==> src/rtl/rriot_pkg.sv <==
// rriot_pkg: shared widths, address-bit positions, prescale/mode enums and terminal-count helper
package rriot_pkg;
  localparam int CNT_W = 8;
  localparam int PRE_W = 10;
  localparam int A_IRQEN = 2;
  localparam int A_SEL = 0;
  typedef enum logic [1:0] {DIV1, DIV8, DIV64, DIV1024} div_sel_e;
  typedef enum logic {DIVIDED, FREE} mode_e;
  function automatic logic [PRE_W-1:0] div_terminal(div_sel_e d);
    return d == DIV1 ? 10'd0 : d == DIV8 ? 10'd7 : d == DIV64 ? 10'd63 : 10'd1023;
  endfunction
endpackage

==> src/rtl/rriot_timer_if.sv <==
// rriot_timer_if: timer-window access bus between the mcs6530 decode/read mux and the interval timer
interface rriot_timer_if;
  import rriot_pkg::*;
  logic cs;
  logic we_n;
  logic [2:0] A;
  logic [CNT_W-1:0] DI;
  logic [CNT_W-1:0] DO;
  logic OE;
  logic irq;
  modport master (output cs, we_n, A, DI, input DO, OE, irq);
  modport slave (input cs, we_n, A, DI, output DO, OE, irq);
endinterface

==> src/rtl/rriot_prescaler.sv <==
// rriot_prescaler: prescale counter producing one tick per selected division, or every cycle when free
module rriot_prescaler
  import rriot_pkg::*;
(
  input  logic     phi2,
  input  logic     rst_n,
  input  logic     clr,
  input  logic     free,
  input  div_sel_e div_sel,
  output logic     tick
);
  logic [PRE_W-1:0] pre;
  assign tick = free | (pre == div_terminal(div_sel));
  // restart on a timer access or on each tick, otherwise count up towards the terminal value
  always_ff @(posedge phi2 or negedge rst_n)
    if (!rst_n) pre <= '0;
    else pre <= (clr | tick) ? '0 : pre + 1'b1;
endmodule

==> src/rtl/rriot_timer.sv <==
// rriot_timer: mcs6530 interval timer with 8-bit down-counter, selectable prescale and maskable irq
module rriot_timer
  import rriot_pkg::*;
(
  input logic         phi2,
  input logic         rst_n,
  rriot_timer_if.slave bus
);
  logic [CNT_W-1:0] count;
  div_sel_e div_sel;
  mode_e mode;
  logic irq_flag, irq_en, tick, wr, rd_t, under;
  assign wr = bus.cs & ~bus.we_n;
  assign rd_t = bus.cs & bus.we_n & ~bus.A[A_SEL];
  assign under = tick & (count == '0);
  rriot_prescaler u_pre (
    .phi2    (phi2),
    .rst_n   (rst_n),
    .clr     (wr | rd_t),
    .free    (mode == FREE),
    .div_sel (div_sel),
    .tick    (tick)
  );
  // counter and control state; a write beats an underflow, which beats a timer-read clear
  always_ff @(posedge phi2 or negedge rst_n)
    if (!rst_n) begin
      count <= '0;
      div_sel <= DIV1;
      mode <= DIVIDED;
      irq_flag <= 1'b0;
      irq_en <= 1'b0;
    end else begin
      count <= wr ? bus.DI : tick ? count - 1'b1 : count;
      div_sel <= wr ? div_sel_e'(bus.A[1:0]) : div_sel;
      irq_en <= (wr | rd_t) ? bus.A[A_IRQEN] : irq_en;
      irq_flag <= wr ? 1'b0 : under ? 1'b1 : rd_t ? 1'b0 : irq_flag;
      mode <= wr ? DIVIDED : under ? FREE : rd_t ? DIVIDED : mode;
    end
  // read mux straight from the registers; idle bus reads as zero
  always_comb begin
    bus.OE = bus.cs & bus.we_n & rst_n;
    bus.DO = !bus.OE ? '0 : bus.A[A_SEL] ? {irq_flag, {(CNT_W-1){1'b0}}} : count;
    bus.irq = irq_flag & irq_en;
  end
endmodule

==> src/flat_wrapper.sv <==
// flat-port wrapper written by rule: the top's interface ports become plain ports
module rriot_timer_flat import rriot_pkg::*;
  (phi2, rst_n, bus_cs, bus_we_n, bus_A, bus_DI, bus_DO, bus_OE, bus_irq);
  rriot_timer_if bus_i ();
  input logic phi2;
  input logic rst_n;
  input wire logic [$bits(bus_i.cs)-1:0] bus_cs;
  input wire logic [$bits(bus_i.we_n)-1:0] bus_we_n;
  input wire logic [$bits(bus_i.A)-1:0] bus_A;
  input wire logic [$bits(bus_i.DI)-1:0] bus_DI;
  output wire logic [$bits(bus_i.DO)-1:0] bus_DO;
  output wire logic [$bits(bus_i.OE)-1:0] bus_OE;
  output wire logic [$bits(bus_i.irq)-1:0] bus_irq;
  assign bus_i.cs = bus_cs;
  assign bus_i.we_n = bus_we_n;
  assign bus_i.A = bus_A;
  assign bus_i.DI = bus_DI;
  assign bus_DO = bus_i.DO;
  assign bus_OE = bus_i.OE;
  assign bus_irq = bus_i.irq;
  rriot_timer u_core (.phi2(phi2), .rst_n(rst_n), .bus(bus_i));
endmodule
==> config.mk <==
export PLATFORM = sky130hd
export DESIGN_NAME = rriot_timer_flat
export DESIGN_NICKNAME = d
export VERILOG_FILES = /design/src/rtl/rriot_pkg.sv /design/src/rtl/rriot_timer_if.sv /design/src/rtl/rriot_prescaler.sv /design/src/rtl/rriot_timer.sv /design/src/flat_wrapper.sv
export SDC_FILE = /design/constraint.sdc
export NUM_CORES = 1
export LEC_CHECK = 0
export CORE_MARGIN = 2
export CORE_UTILIZATION = 55
export DETAILED_ROUTE_END_ITERATION = 12
export PLACE_DENSITY = 0.94
export SYNTH_ARGS = -nofsm -noshare
export SYNTH_HDL_FRONTEND = slang
export SYNTH_HIERARCHICAL = 1
export SYNTH_SLANG_ARGS = --single-unit
==> constraint.sdc <==
create_clock -name phi2 -period 8.87 [get_ports phi2]
set_clock_uncertainty 0.1 [all_clocks]
set_input_delay 1.3305 -clock phi2 [delete_from_list [all_inputs] [get_ports phi2]]
set_output_delay 1.3305 -clock phi2 [all_outputs]
set_load 0.005 [all_outputs]
==> flow_summary_export.csv <==
group,metric,value,unit
clocking,clk_pin_slew,0.11,ns
floorplanning,initial_core_util,58.5,%
route,wl,2960,um
synthesis,ys_ff_latch,22,
cells_and_area,fill_cells,179,
clocking,hold_buffers,0,
route,drc,0,
cells_and_area,multi_input_area,707,um^2
timing,setup_viol,0,
global_route,grt_overflow_total,0,
power_and_ir_drop,peakVddDrop,0.121,mV
critical_path,worstSetupEndpointType,"output port",
global_route,grt_pass1_vias,1104,
synthesis,syn_area_per_cell,9.52,um^2
critical_path,rr_startpoint,"u_core/div_sel[1]",
critical_path,rr_worst_depth,7,
worst_hold_path,min_to,"u_core/irq_en",
route,drt_iter0_drc,22,
timing,timing.fmax,0.214,GHz
route,wl_met2,1590,um
worst_hold_path,hold_class,"reg -> reg",
critical_path,crit_type,"in -> out",
route,top_layer_used,"met4",
critical_path,critPathArrivalTime,3.24,ns
timing,whs,0.420,ns
route,met3_length,116,um
synthesis,ys_warn_count,6,
critical_path,r2r_setup_slack,5.61,ns
synthesis,synth_edf_count,0,
clocking,cts_setup_buffers,0,
global_route,antenna_found_initial,0,
cells_and_area,regArea,551,um^2
critical_path,crit_fanout,23,
route,num_vias,1165,
placement,port_buffers,24,
cells_and_area,layout-drive-gt1-share,11.7,%
clocking,clock_latency,0.30,ns
clocking,root_buffer,"clkbuf_4",
power_and_ir_drop,powerDensity,156,nW/um^2
clocking,clock-sinks,22,
floorplanning,fp.dieW,52.5,um
placement,gp_congestion,0.794,
timing,worst_pin_slew,0.563,ns
global_route,grt_max_degree,24,
timing,post-route-min-period,4.67,ns
worst_hold_path,hp-start,"u_core/irq_en",
placement,place_ws,4.18,ns
job,drv_cap,0,
synthesis,synth_area_leaders,"dfrtp_1 43%, xor2_1 4.1%, nand2_1 3.8%",
timing,setup_tns,0,ns
cells_and_area,final_common_cell,"clkdlybuf4s50_1",
timing,finalCritPeriodShare,52.6,%
placement,hpwl,2150,um
route,wire_per_inst,15.6,um
clocking,numCtsBuffers,3,
timing,slew_viol_final,0,
global_route,track_usage,24.6,%
route,ant_nets,0,
floorplanning,core.rowCount,17,
critical_path,rr_endpoint,"u_core/count[3]",
worst_hold_path,min_path_cells,1,
clocking,htree_levels,1,
floorplanning,io_pins,25,
route,route.layer.met1.wl,1220,um
timing,relSlewSlack,62.5,%
synthesis,yosys.cell_types.count,42,
critical_path,worstPathRequired,7.44,ns
floorplanning,die_area,2760,um^2
timing,timing.final.ws_setup,4.20,ns
outcome,outcome,"finished, final reports clean",
global_route,grt_pass1_wl,4900,um
floorplanning,core,2210,um^2
synthesis,yosysTopAreaCell,"dfrtp_1",
critical_path,startpoint_type,"primary input",
route,firstDrtPassIters,4,
cells_and_area,antenna_cells,0,
cells_and_area,layout.nets,181,
synthesis,synthFlopType,"dfrtp_1",
cells_and_area,syn2layout_area_growth,23.5,%
synthesis,ys_seq_area_share,42.5,%
route,vias_per_cell,6.13,
cells_and_area,layout_common_cells,"24 x clkdlybuf4s50_1, 22 x dfrtp_1, 13 x nand2_1",
clocking,clockBufferDepth,2,
synthesis,netlist_instances,136,
timing,rsz0062_at_grt,"no",
clocking,cts_tree,"yes",
synthesis,yosysTopAreaCellShare,42.5,%
clocking,cts_resized,0,
floorplanning,die_h,52.5,um
synthesis,ys_async_sr_fraction,100,%
power_and_ir_drop,p_leak,0.629,nW
synthesis,synth_nets,154,
synthesis,syn_area,1290,um^2
timing,hold_viol_final,0,
cell usage after synthesis, types with 4 or more instances:
cell type,n
inv_1,4
xnor2_1,4
xor2_1,6
dfrtp_1,22
and2_1,5
o21ai_0,7
nor2_1,10
a31oi_1,5
nor4_1,7
nor3_1,6
nand2_1,13
registers in the layout (all words and copies together) (netlist names):
name              cells
u_core/div_sel        2
u_core/irq_flag       1
u_core/u_pre/pre     10
u_core/irq_en         1
u_core/count          8
cell type report:
class / count / share of cell area (%)
inverters: 4 / 0.939
flip-flops and latches: 22 / 34.4
multi-input cells: 106 / 44.2
well taps: 28 / 2.19
repair buffers: 26 / 16.0
clock buffers: 4 / 2.27
metal layers:
metal  vias to the layer above  GRT usage (%)
li1                        552              -
met4                         0           11.5
met3                         4           3.43
met5                         -              0
met1                       580           28.4
met2                        29           44.4
where the power goes:
part	switching [mW]	total, mW	internal [mW]
sequential	0.0188	0.133	0.115
combinational	0.0299	0.0618	0.0319
clock	0.0287	0.0537	0.0250
total	0.0773	0.249	0.172
critical path, stage by stage:
cell and delay [ns]:
clkdlybuf4s50_1 0.45, buf_4 0.29, nand3_1 0.20, nor2_1 0.26
and2_2 0.19, clkdlybuf4s50_1 0.50
through the flow:
| step | total power [mW] | instances | utilization [%] | instance area [um^2] |
|---|---|---|---|---|
| 2_1_floorplan | 0.172 | 136 | - | 1290 |
| 3_3_place_gp | 0.191 | 186 | 70.6 | 1560 |
| 3_5_place_dp | 0.196 | 186 | 70.6 | 1560 |
| 4_1_cts | 0.251 | 190 | 72.3 | 1600 |
| 5_1_grt | 0.263 | 190 | 72.3 | 1600 |
| 6_report | 0.249 | 190 | 72.3 | 1600 |
worst max path at each step:
stage / cells after the start / slack, ns / from / endpoint
after CTS: 6 / 4.17 / rst_n / bus_DO[2]
after floorplan: 3 / 5.65 / rst_n / bus_DO[2]
final: 6 / 4.20 / rst_n / bus_DO[2]
after global routing: 6 / 4.01 / rst_n / bus_DO[3]
after detailed placement: 6 / 4.18 / rst_n / bus_DO[2]
after global placement: 6 / 4.25 / rst_n / bus_DO[2]
cells by family after synthesis:
family / after synthesis / share of synthesized area, %
flops: 22 / 42.5
xor+xnor: 10 / 6.76
simple gates: 68 / 30.0
buf+inv: 8 / 2.90
compound gates: 23 / 13.2
fa+ha+maj: 3 / 2.90
mux: 2 / 1.64
Note: power is estimated with default switching activity, not from simulation.
